[config.mk]
export PLATFORM = sky130hd
export DESIGN_NAME = canvas_sequencer_flat
export DESIGN_NICKNAME = d
export VERILOG_FILES = /design/src/rtl/canvas_sequencer_pkg.sv /design/src/rtl/canvas_sequencer_if.sv /design/src/rtl/canvas_sequencer_key_debouncer.sv /design/src/rtl/canvas_sequencer.sv /design/src/flat_wrapper.sv
export SDC_FILE = /design/constraint.sdc
export NUM_CORES = 1
export LEC_CHECK = 0
export CORE_AREA = 2 2 75 106
export CTS_CLUSTER_SIZE = 40
export DETAILED_ROUTE_END_ITERATION = 10
export DIE_AREA = 0 0 77 108
export PLACE_DENSITY_LB_ADDON = 0.3
export SLEW_MARGIN = 10
export SYNTH_ARGS = -nofsm -noshare
export SYNTH_HDL_FRONTEND = slang
export SYNTH_SLANG_ARGS = --single-unit
[constraint.sdc]
create_clock -name CLOCK_50 -period 9.8 [get_ports CLOCK_50]
set_clock_uncertainty 0.1 [all_clocks]
set_input_delay 1.96 -clock CLOCK_50 [delete_from_list [all_inputs] [get_ports CLOCK_50]]
set_output_delay 1.96 -clock CLOCK_50 [all_outputs]
set_load 0.01 [all_outputs]
[src/rtl/canvas_sequencer_pkg.sv]
// rtl/canvas_sequencer_pkg.sv - shared state encoding, key indices and grid defaults
package canvas_sequencer_pkg;

  localparam int GRID_W_DEFAULT = 28;
  localparam int GRID_H_DEFAULT = 28;

  localparam logic [1:0] KEY_DOWN  = 2'd0;
  localparam logic [1:0] KEY_UP    = 2'd1;
  localparam logic [1:0] KEY_LEFT  = 2'd2;
  localparam logic [1:0] KEY_RIGHT = 2'd3;

  typedef enum logic [2:0] {
    IDLE        = 3'd0,
    DRAW        = 3'd1,
    CLEAR       = 3'd2,
    INFER_START = 3'd3,
    INFER_WAIT  = 3'd4
  } state_t;

endpackage

[src/rtl/canvas_sequencer_if.sv]
// rtl/canvas_sequencer_if.sv - board, image memory and inference engine signals of the sequencer
interface canvas_sequencer_if #(
  parameter int ADDR_W = 10
);
  logic [3:0]        key_n;
  logic              draw_en;
  logic              pen_on;
  logic              start;
  logic              clear;
  logic              nn_rd_req;
  logic [ADDR_W-1:0] nn_rd_addr;
  logic              nn_done;
  logic [3:0]        nn_result;
  logic              img_we;
  logic [ADDR_W-1:0] img_addr;
  logic              img_wdata;
  logic              nn_rd_gnt;
  logic              nn_start;
  logic [4:0]        cursor_x;
  logic [4:0]        cursor_y;
  logic [3:0]        digit;
  logic              result_valid;
  logic              busy;
  logic [2:0]        state;

  // Sequencer side
  modport master (
    input  key_n, draw_en, pen_on, start, clear,
    input  nn_rd_req, nn_rd_addr, nn_done, nn_result,
    output img_we, img_addr, img_wdata, nn_rd_gnt, nn_start,
    output cursor_x, cursor_y, digit, result_valid, busy, state
  );

  // Board / memory / engine side
  modport slave (
    output key_n, draw_en, pen_on, start, clear,
    output nn_rd_req, nn_rd_addr, nn_done, nn_result,
    input  img_we, img_addr, img_wdata, nn_rd_gnt, nn_start,
    input  cursor_x, cursor_y, digit, result_valid, busy, state
  );
endinterface

[src/rtl/canvas_sequencer_key_debouncer.sv]
// rtl/canvas_sequencer_key_debouncer.sv - single-key debounce producing one move pulse per press
module canvas_sequencer_key_debouncer
  import canvas_sequencer_pkg::*;
#(
  parameter int DEBOUNCE_CYCLES = 500000
) (
  input  logic       clk,
  input  logic       rst,
  input  logic [3:0] key_n_sync,
  output logic       move,
  output logic [1:0] dir
);

  localparam int CNT_W = $clog2(DEBOUNCE_CYCLES + 1);

  logic [3:0]       pressed;
  logic [3:0]       last;
  logic [CNT_W-1:0] cnt;
  logic             locked;
  logic             one_hot;
  logic [1:0]       key_idx;

  assign pressed = ~key_n_sync;
  assign one_hot = (pressed != 4'd0) && ((pressed & (pressed - 4'd1)) == 4'd0);

  // Direction of the single pressed key
  always_comb begin
    case (pressed)
      4'b0010: key_idx = KEY_UP;
      4'b0100: key_idx = KEY_LEFT;
      4'b1000: key_idx = KEY_RIGHT;
      default: key_idx = KEY_DOWN;
    endcase
  end

  // Count stable single-key cycles; fire once, then stay locked until all keys release
  always_ff @(posedge clk or posedge rst) begin
    if (rst) begin
      cnt    <= '0;
      last   <= 4'd0;
      locked <= 1'b0;
      move   <= 1'b0;
      dir    <= KEY_DOWN;
    end else begin
      move <= 1'b0;
      last <= pressed;
      if (pressed == 4'd0) begin
        cnt    <= '0;
        locked <= 1'b0;
      end else if (locked || !one_hot || (pressed != last)) begin
        cnt <= '0;
      end else if (cnt == CNT_W'(DEBOUNCE_CYCLES - 1)) begin
        cnt    <= '0;
        locked <= 1'b1;
        move   <= 1'b1;
        dir    <= key_idx;
      end else begin
        cnt <= cnt + 1'b1;
      end
    end
  end

endmodule

[src/rtl/canvas_sequencer.sv]
// rtl/canvas_sequencer.sv - canvas drawing, clear sweep and inference hand-off controller
module canvas_sequencer
  import canvas_sequencer_pkg::*;
#(
  parameter int GRID_W          = GRID_W_DEFAULT,
  parameter int GRID_H          = GRID_H_DEFAULT,
  parameter int ADDR_W          = 10,
  parameter int DEBOUNCE_CYCLES = 500000
) (
  input  logic               CLOCK_50,
  input  logic               reset,
  canvas_sequencer_if.master bus
);

  localparam logic [4:0]        X_MAX     = 5'(GRID_W - 1);
  localparam logic [4:0]        Y_MAX     = 5'(GRID_H - 1);
  localparam logic [ADDR_W-1:0] LAST_ADDR = ADDR_W'(GRID_W * GRID_H - 1);

  state_t            state, next_state;
  logic [3:0]        key_meta, key_sync;
  logic [2:0]        start_sr, clear_sr;
  logic              start_edge, clear_edge;
  logic              mv;
  logic [1:0]        mv_dir;
  logic [4:0]        cursor_x, cursor_y, nx, ny;
  logic              move_ok;
  logic              pend_write;
  logic [ADDR_W-1:0] clr_addr;
  logic [3:0]        digit;
  logic              result_valid;
  logic              img_we, img_wdata, nn_rd_gnt, nn_start;
  logic [ADDR_W-1:0] img_addr;

  // Row-major pixel address, y*GRID_W built from shifted copies of y
  function automatic logic [ADDR_W-1:0] pixel_addr(input logic [4:0] x, input logic [4:0] y);
    logic [ADDR_W-1:0] acc;
    acc = ADDR_W'(x);
    for (int b = 0; b < ADDR_W; b++) begin
      if (((GRID_W >> b) & 1) != 0) acc = acc + (ADDR_W'(y) << b);
    end
    return acc;
  endfunction

  // Two-flop synchronizers; the third start/clear stage is kept for edge detection
  always_ff @(posedge CLOCK_50 or posedge reset) begin
    if (reset) begin
      key_meta <= 4'hF;
      key_sync <= 4'hF;
      start_sr <= 3'd0;
      clear_sr <= 3'd0;
    end else begin
      key_meta <= bus.key_n;
      key_sync <= key_meta;
      start_sr <= {start_sr[1:0], bus.start};
      clear_sr <= {clear_sr[1:0], bus.clear};
    end
  end

  assign start_edge = start_sr[1] & ~start_sr[2];
  assign clear_edge = clear_sr[1] & ~clear_sr[2];

  canvas_sequencer_key_debouncer #(
    .DEBOUNCE_CYCLES(DEBOUNCE_CYCLES)
  ) u_debouncer (
    .clk       (CLOCK_50),
    .rst       (reset),
    .key_n_sync(key_sync),
    .move      (mv),
    .dir       (mv_dir)
  );

  // Saturating target cursor for the pending move direction
  always_comb begin
    nx = cursor_x;
    ny = cursor_y;
    case (mv_dir)
      KEY_DOWN:  if (cursor_y != Y_MAX) ny = cursor_y + 5'd1;
      KEY_UP:    if (cursor_y != 5'd0)  ny = cursor_y - 5'd1;
      KEY_LEFT:  if (cursor_x != 5'd0)  nx = cursor_x - 5'd1;
      default:   if (cursor_x != X_MAX) nx = cursor_x + 5'd1;
    endcase
  end

  assign move_ok = (state == DRAW) && mv && ((nx != cursor_x) || (ny != cursor_y));

  // State register
  always_ff @(posedge CLOCK_50 or posedge reset) begin
    if (reset) state <= IDLE;
    else       state <= next_state;
  end

  // Next-state selection; clear outranks start in IDLE
  always_comb begin
    next_state = state;
    case (state)
      IDLE: begin
        if (clear_edge)       next_state = CLEAR;
        else if (start_edge)  next_state = INFER_START;
        else if (bus.draw_en) next_state = DRAW;
      end
      DRAW:        if (!bus.draw_en) next_state = IDLE;
      CLEAR:       if (clr_addr == LAST_ADDR) next_state = IDLE;
      INFER_START: next_state = INFER_WAIT;
      INFER_WAIT:  if (bus.nn_done) next_state = IDLE;
      default:     next_state = IDLE;
    endcase
  end

  // Memory port mux and engine handshake outputs
  always_comb begin
    img_we    = pend_write;
    img_wdata = pend_write;
    img_addr  = pend_write ? pixel_addr(cursor_x, cursor_y) : '0;
    nn_rd_gnt = 1'b0;
    nn_start  = 1'b0;
    case (state)
      CLEAR: begin
        img_we    = 1'b1;
        img_wdata = 1'b0;
        img_addr  = clr_addr;
      end
      INFER_START: begin
        img_we   = 1'b0;
        nn_start = 1'b1;
      end
      INFER_WAIT: begin
        img_we    = 1'b0;
        img_addr  = bus.nn_rd_addr;
        nn_rd_gnt = bus.nn_rd_req;
      end
      default: ;
    endcase
  end

  // Cursor, paint request, clear sweep counter and prediction latch
  always_ff @(posedge CLOCK_50 or posedge reset) begin
    if (reset) begin
      cursor_x     <= 5'(GRID_W / 2);
      cursor_y     <= 5'(GRID_H / 2);
      pend_write   <= 1'b0;
      clr_addr     <= '0;
      digit        <= 4'd0;
      result_valid <= 1'b0;
    end else begin
      pend_write <= bus.pen_on &&
                    (((state == IDLE) && (next_state == DRAW)) || move_ok);
      if (move_ok) begin
        cursor_x <= nx;
        cursor_y <= ny;
      end
      clr_addr <= ((state == CLEAR) && (next_state == CLEAR)) ? clr_addr + 1'b1 : '0;
      if ((state == IDLE) && (next_state != IDLE)) result_valid <= 1'b0;
      if ((state == INFER_WAIT) && bus.nn_done) begin
        digit        <= bus.nn_result;
        result_valid <= 1'b1;
      end
    end
  end

  assign bus.img_we       = img_we;
  assign bus.img_addr     = img_addr;
  assign bus.img_wdata    = img_wdata;
  assign bus.nn_rd_gnt    = nn_rd_gnt;
  assign bus.nn_start     = nn_start;
  assign bus.cursor_x     = cursor_x;
  assign bus.cursor_y     = cursor_y;
  assign bus.digit        = digit;
  assign bus.result_valid = result_valid;
  assign bus.busy         = (state == CLEAR) || (state == INFER_START) || (state == INFER_WAIT);
  assign bus.state        = state;

endmodule

[src/flat_wrapper.sv]
// flat-port wrapper written by rule: the top's interface ports become plain ports
module canvas_sequencer_flat import canvas_sequencer_pkg::*;
#(
  parameter int GRID_W          = GRID_W_DEFAULT,
  parameter int GRID_H          = GRID_H_DEFAULT,
  parameter int ADDR_W          = 10,
  parameter int DEBOUNCE_CYCLES = 500000
)
  (CLOCK_50, reset, bus_key_n, bus_draw_en, bus_pen_on, bus_start, bus_clear, bus_nn_rd_req, bus_nn_rd_addr, bus_nn_done, bus_nn_result, bus_img_we, bus_img_addr, bus_img_wdata, bus_nn_rd_gnt, bus_nn_start, bus_cursor_x, bus_cursor_y, bus_digit, bus_result_valid, bus_busy, bus_state);
  canvas_sequencer_if #(.ADDR_W(ADDR_W)) bus_i ();
  input  logic CLOCK_50;
  input  logic reset;
  input wire logic [$bits(bus_i.key_n)-1:0] bus_key_n;
  input wire logic [$bits(bus_i.draw_en)-1:0] bus_draw_en;
  input wire logic [$bits(bus_i.pen_on)-1:0] bus_pen_on;
  input wire logic [$bits(bus_i.start)-1:0] bus_start;
  input wire logic [$bits(bus_i.clear)-1:0] bus_clear;
  input wire logic [$bits(bus_i.nn_rd_req)-1:0] bus_nn_rd_req;
  input wire logic [$bits(bus_i.nn_rd_addr)-1:0] bus_nn_rd_addr;
  input wire logic [$bits(bus_i.nn_done)-1:0] bus_nn_done;
  input wire logic [$bits(bus_i.nn_result)-1:0] bus_nn_result;
  output wire logic [$bits(bus_i.img_we)-1:0] bus_img_we;
  output wire logic [$bits(bus_i.img_addr)-1:0] bus_img_addr;
  output wire logic [$bits(bus_i.img_wdata)-1:0] bus_img_wdata;
  output wire logic [$bits(bus_i.nn_rd_gnt)-1:0] bus_nn_rd_gnt;
  output wire logic [$bits(bus_i.nn_start)-1:0] bus_nn_start;
  output wire logic [$bits(bus_i.cursor_x)-1:0] bus_cursor_x;
  output wire logic [$bits(bus_i.cursor_y)-1:0] bus_cursor_y;
  output wire logic [$bits(bus_i.digit)-1:0] bus_digit;
  output wire logic [$bits(bus_i.result_valid)-1:0] bus_result_valid;
  output wire logic [$bits(bus_i.busy)-1:0] bus_busy;
  output wire logic [$bits(bus_i.state)-1:0] bus_state;
  assign bus_i.key_n = bus_key_n;
  assign bus_i.draw_en = bus_draw_en;
  assign bus_i.pen_on = bus_pen_on;
  assign bus_i.start = bus_start;
  assign bus_i.clear = bus_clear;
  assign bus_i.nn_rd_req = bus_nn_rd_req;
  assign bus_i.nn_rd_addr = bus_nn_rd_addr;
  assign bus_i.nn_done = bus_nn_done;
  assign bus_i.nn_result = bus_nn_result;
  assign bus_img_we = bus_i.img_we;
  assign bus_img_addr = bus_i.img_addr;
  assign bus_img_wdata = bus_i.img_wdata;
  assign bus_nn_rd_gnt = bus_i.nn_rd_gnt;
  assign bus_nn_start = bus_i.nn_start;
  assign bus_cursor_x = bus_i.cursor_x;
  assign bus_cursor_y = bus_i.cursor_y;
  assign bus_digit = bus_i.digit;
  assign bus_result_valid = bus_i.result_valid;
  assign bus_busy = bus_i.busy;
  assign bus_state = bus_i.state;
  canvas_sequencer #(.GRID_W(GRID_W), .GRID_H(GRID_H), .ADDR_W(ADDR_W), .DEBOUNCE_CYCLES(DEBOUNCE_CYCLES)) u_core (.CLOCK_50(CLOCK_50), .reset(reset), .bus(bus_i));
endmodule
# After elaboration in Yosys (flattened, before gate mapping)
# Index checks and enable logic that the tools add are counted.
[totals] wordCells=114 regBits=70 output_inout_bits=33 input_bits=26
[classes] addsub=10 n_mux=32 n_reduce_logical=29 eq_ne=19 bitwise=8
[ops] operator="$mux 19" n=3
[ops] operator="$mux 10" n=2
[ops] operator="$mux 5" n=4
[ops] operator="$pmux 10 s2" n=1
[ops] operator="$pmux 5 s2" n=2
[ops] operator="$add 19x1->19 const B" n=1
[ops] operator="$eq 19x19->1 const B" n=1
[ops] operator="$mux 3" n=6
[ops] operator="$pmux 3 s5" n=1
[ops] operator="$mux 1" n=11
[ops] operator="$add 10x1->10 const B" n=1
[ops] operator="$add 10x8->10" n=1
[ops] operator="$add 10x9->10" n=1
[ops] operator="$add 5x1->5 const B" n=2
[ops] operator="$eq 10x10->1 const B" n=1
[ops] operator="$ne 5x5->1" n=2
[ops] operator="$ne 5x5->1 const B" n=2
[ops] operator="$reduce_bool 5->1" n=2
[ops] operator="$sub 5x1->5 const B" n=2
[ops] operator="$eq 3x2->1 const B" n=3
[ops] operator="$add 5x7->8" n=1
[ops] operator="$logic_and 1x1->1" n=8
[ops] operator="$logic_not 4->1" n=2
[ops] operator="$eq 3x1->1 const B" n=2
[ops] operator="other kinds (25)" n=36

# Logic depth before layout (Yosys ltp)
[depth] word_depth=10 ltp_mapped=13

# Hierarchy
# From an unflattened synthesis, not the netlist that was laid out.
[unflattened] hier_cells=395 hier_area_um2=4073.9
[modules_own_cells] module="canvas_sequencer" area_each_um2=2708.8 cells_each=257 instances=1
[modules_own_cells] module="canvas_sequencer_key_debouncer" area_each_um2=1365.1 cells_each=138 instances=1

# Worst setup path after synthesis
# No wires, ideal clock.
[synth_path] path_type="register -> output" from="reg u_core.cursor_y[0] (netlist: u_core.bus.cursor_y[0])" to="out bus_img_addr[8]" path_stages_with_launch=13 t_arrival_ns=3.141 path_buffers=0 path_slack_ns=4.599 path_cell_list="dfrtp_1 > ha_1 > fa_1 > xnor2_1 > fa_1 > inv_1 > ha_1 > fa_1 > a21o_1 > a21oi_1 > xnor2_1 > a222oi_1 > inv_1"
[synth_between] elab_chain_len=5
[synth_lines] item="from (decl)" line_no="canvas_sequencer.sv:25" text="logic [4:0] cursor_x, cursor_y, nx, ny;"
[synth_lines] item="from (signal assigned)" line_no="canvas_sequencer.sv:139" text="cursor_y <= 5'(GRID_H / 2);"
[synth_lines] item="from (signal assigned)" line_no="canvas_sequencer.sv:149" text="cursor_y <= ny;"
[synth_lines] item="$add 5x7->8" line_no="canvas_sequencer.sv:39" text="if (((GRID_W >> b) & 1) != 0) acc = acc + (ADDR_W'(y) << b);"
[synth_lines] item="$add 10x8->10" line_no="canvas_sequencer.sv:39"
[synth_lines] item="$add 10x9->10 *" line_no="canvas_sequencer.sv:39"
[synth_lines] item="$mux 10 *" line_no="canvas_sequencer.sv:113" text="img_addr = pend_write ? pixel_addr(cursor_x, cursor_y) : '0;"
[synth_lines] item="$pmux 10 s2 *" line_no="canvas_sequencer.sv:116" text="case (state)"
[synth_lines] item="to (decl)" line_no="flat_wrapper.sv:23" text="output wire logic [$bits(bus_i.img_addr)-1:0] bus_img_addr;"
# Every way passes the cells marked *; elsewhere a longest branch is shown, timed or not.

# Worst setup path in the final report
# Same ends and word-level chain as after synthesis.

==> metrics.yaml <==
timing:
  final.setup.tns_ps: 0
  setup_slack_ps: 3640
  slew-limit-headroom_pct: 43.2
  min_period_ps: 6160
  max_freq_mhz: 162
  setup_violations: 0
  worstMarginPinSlew_ps: 852
  final_hold_viol_count: 0
  timing.hold.ws_ps: 258
  final-max-slew-violation-count: 0
  grt_setup_unrepaired: "false"
  fin_crit_sh_pct: 62.8
worst_setup_path:
  path_buf_inv: 3
  r2r-end: "u_core.pend_write$_DFF_PP0_"
  critPathMaxFanout: 6
  criticalPathCategory: "reg -> out"
  path_cells: "ha_1, fa_1, xnor2_1, fa_1, inv_1, ha_1, fa_1, a21o_1, a21oi_1, xnor2_1, a222oi_1, inv_1, clkdlybuf4s50_1"
  crit_arrival_ps: 4100
  cpPeakStageDelay_ps: 500
  cpMostUsedCell: "fa_1"
  r2r_start: "u_core.bus.cursor_y[0]$_DFFE_PP0P_"
  required_ps: 7740
  critPathLaunchType: "register"
  r2r_slack_ps: 7140
  cpMaxStageDelayCell: "fa_1"
  endpoint_kind: "output pin"
  ff2ff_path_depth: 7
  cp_top_family: "adder cells"
logic_synthesis:
  post-synth-top-count-cell: "dfrtp_1"
  synthCells: 402
  ys_seq_elements: 70
  yosysTopAreaCellShare_pct: 36.0
  synth_ff_type: "dfrtp_1"
  async_reset_ff_share_pct: 100
  synth_area_leaders: "dfrtp_1 36%, dfstp_2 9.4%, nor2_1 4.6%"
  synth_edf_count: 0
  synth_common_cells: "56 x dfrtp_1, 48 x nor2_1, 34 x inv_1"
  yosysSeqAreaShare_pct: 45.4
  syn-cell-area_sq_um: 3890
  ys_warn_count: 0
  synth_cell_type_count: 51
  synth_fp_nets: 447
  syn_avg_cell_area_sq_um: 9.69
  yosys.area.top_type: "dfrtp_1"
routing:
  drtIter0Drc: 225
  wire_per_inst_um: 15.5
  drt_pre_antenna_iters: 5
  drt-total-wl_um: 8690
  viasPerCell: 5.69
  ant_nets: 0
  routed-via-count: 3182
  drc: 0
job:
  cap_violations: 0
clock_network:
  root_buffer: "clkbuf_8"
  cts_setup_buffers: 0
  cts_buffers: 9
  cts_buffer_depth: 2
  holdBufCountCts: 0
  htreeDepth: 3
  clock_latency_ps: 350
  ctsResizeCount: 0
  cts_tree: "built"
  clock-sinks: 70
  path_clk_slew_ps: 70
layout:
  fillCellCount: 612
  drive_gt1_share_pct: 8.44
  nNetsFinal: 502
  antenna_cells: 0
  area_growth_pct: 21.1
place:
  dp_hpwl_um: 6500
  dpl_worst_slack_ps: 3990
  place_congestion: 0.885
  numPortBuffers: 58
floorplanning:
  die_area_sq_um: 8320
  core_area_sq_um: 7310
  dieHeight_um: 108
  dieWidth_um: 77
  rows: 37
  start_util_pct: 53.3
  ios: 59
power:
  peakVddDrop_v: 0.000144
  p_per_area_nw_per_um2: 156
  leakage_nw: 2.11
global_route:
  overflow: 0
  grt_pass1_vias: 3151
  antenna_found_initial: 0
  grt_use_total_pct: 22.5
  grt_max_degree: 71
  grt_pass1_wl_um: 14800
worst_hold_path:
  hold_class: "reg -> reg"
  worstHoldStart: "u_core.start_sr[0]$_DFF_PP0_"
  hold_path_end: "u_core.start_sr[1]$_DFF_PP0_"
  whs_path_depth: 0
outcome:
  status: "finished, final reports clean"
-- logic make-up (layout without fill, tap and decap cells) --
family / count (synthesis) / after routing / share of synthesized area [%]
flip-flops: 70 / 70 / 45.4
AO/OA/AOI/OAI: 70 / 70 / 12.7
AND/OR/NAND/NOR: 152 / 152 / 20.1
XOR/XNOR: 35 / 35 / 7.87
buffers and inverters: 50 / 110 / 5.11
multiplexers: 6 / 6 / 1.73
adder cells (fa/ha/maj): 19 / 19 / 7.07
-- metal layers --
| metal | part of all wire [%] | GRT usage, % |
|---|---|---|
| met1 | 40 | 25.9 |
| met2 | 54 | 41.0 |
| met3 | 3.7 | 4.01 |
| met4 | 1.7 | 9.82 |
| met5 | 0 | 0 |
-- through the flow --
| stage | cell area, sq um | total power [mW] | util (%) | std cells |
|---|---|---|---|---|
| after global routing | 4720 | 0.776 | 64.5 | 559 |
| final | 4720 | 0.734 | 64.5 | 559 |
| after detailed placement | 4540 | 0.536 | 62.1 | 543 |
| after floorplan | 3890 | 0.441 | - | 402 |
| after CTS | 4720 | 0.743 | 64.5 | 559 |
| after global placement | 4540 | 0.529 | 62.1 | 543 |
-- worst register-to-register path: cells and delay by family (launching register included) --
kind                     cells  cell delay, ps
AO/OA/AOI/OAI                3            1010
buffers and inverters        1             210
flip-flops                   1             440
AND/OR/NAND/NOR              2             540
adder cells (fa/ha/maj)      1             260
-- how the worst max path moves through the flow --
stage	from	end	slack (ps)	cells past startpoint
4_1_cts	u_core.bus.cursor_y[0]$_DFFE_PP0P_	bus_img_addr[8]	3600	13
5_1_grt	u_core.bus.cursor_y[0]$_DFFE_PP0P_	bus_img_addr[8]	3450	13
3_3_place_gp	u_core.bus.cursor_x[3]$_DFFE_PP1P_	bus_img_addr[8]	4090	13
6_report	u_core.bus.cursor_y[0]$_DFFE_PP0P_	bus_img_addr[8]	3640	13
3_5_place_dp	u_core.bus.cursor_y[0]$_DFFE_PP0P_	bus_img_addr[8]	3990	13
2_1_floorplan	u_core.bus.cursor_y[0]$_DFFE_PP0P_	bus_img_addr[8]	4600	12
-- where the power goes --
group | switching (mW) | total, mW | internal [mW]
clock network | 0.111 | 0.205 | 0.0935
logic | 0.0895 | 0.187 | 0.0979
registers | 0.0277 | 0.342 | 0.314
total | 0.228 | 0.734 | 0.505
-- state kept, by name, summed over array words and instances, names as in the netlist --
signal                     cells
u_core.clear_sr                3
u_core.u_debouncer.cnt        19
u_core.bus.state               3
u_core.key_sync                4
u_core.u_debouncer.move        1
u_core.start_sr                3
u_core.u_debouncer.last        4
u_core.pend_write              1
u_core.u_debouncer.locked      1
u_core.clr_addr               10
u_core.bus.result_valid        1
u_core.bus.cursor_y            5
u_core.u_debouncer.dir         2
u_core.key_meta                4
u_core.bus.digit               4
u_core.bus.cursor_x            5
-- area by class of cell --
cell class | instances | area [sq um] | area share [%]
Inverter | 34 | 128 | 2.71
Sequential cell | 70 | 1770 | 37.5
Clock buffer | 10 | 128 | 2.71
Timing Repair Buffer | 60 | 596 | 12.6
Multi-Input combinational cell | 282 | 1930 | 40.9
Clock inverter | 6 | 47.5 | 1.01
Tap cell | 97 | 121 | 2.57
-- layout by cell type (no fill, tap or decap), types with 3 or more instances in the layout --
cell type / synthesis / final
a2111oi_0: 3 / 3
nand3b_1: 3 / 3
xnor2_1: 19 / 19
and2_1: 4 / 4
clkdlybuf4s50_1: 0 / 58
nor3_1: 9 / 9
dfstp_2: 14 / 14
nand2b_1: 5 / 5
a222oi_1: 10 / 10
a21o_1: 7 / 7
clkbuf_8: 0 / 9
o21ai_0: 6 / 6
clkinv_4: 0 / 3
nor2_1: 48 / 48
a21oi_1: 21 / 21
fa_1: 5 / 5
dfrtp_1: 56 / 56
nand2_1: 22 / 22
nor2b_1: 9 / 9
and3_1: 9 / 9
o211ai_1: 3 / 3
xor2_1: 16 / 16
o31ai_1: 3 / 3
nor4_1: 4 / 4
nand4b_1: 3 / 3
ha_1: 14 / 14
inv_1: 34 / 33
nand3_1: 17 / 17
mux2_2: 6 / 6
nand4_1: 7 / 7
Note: power is estimated with default switching activity, not from simulation.
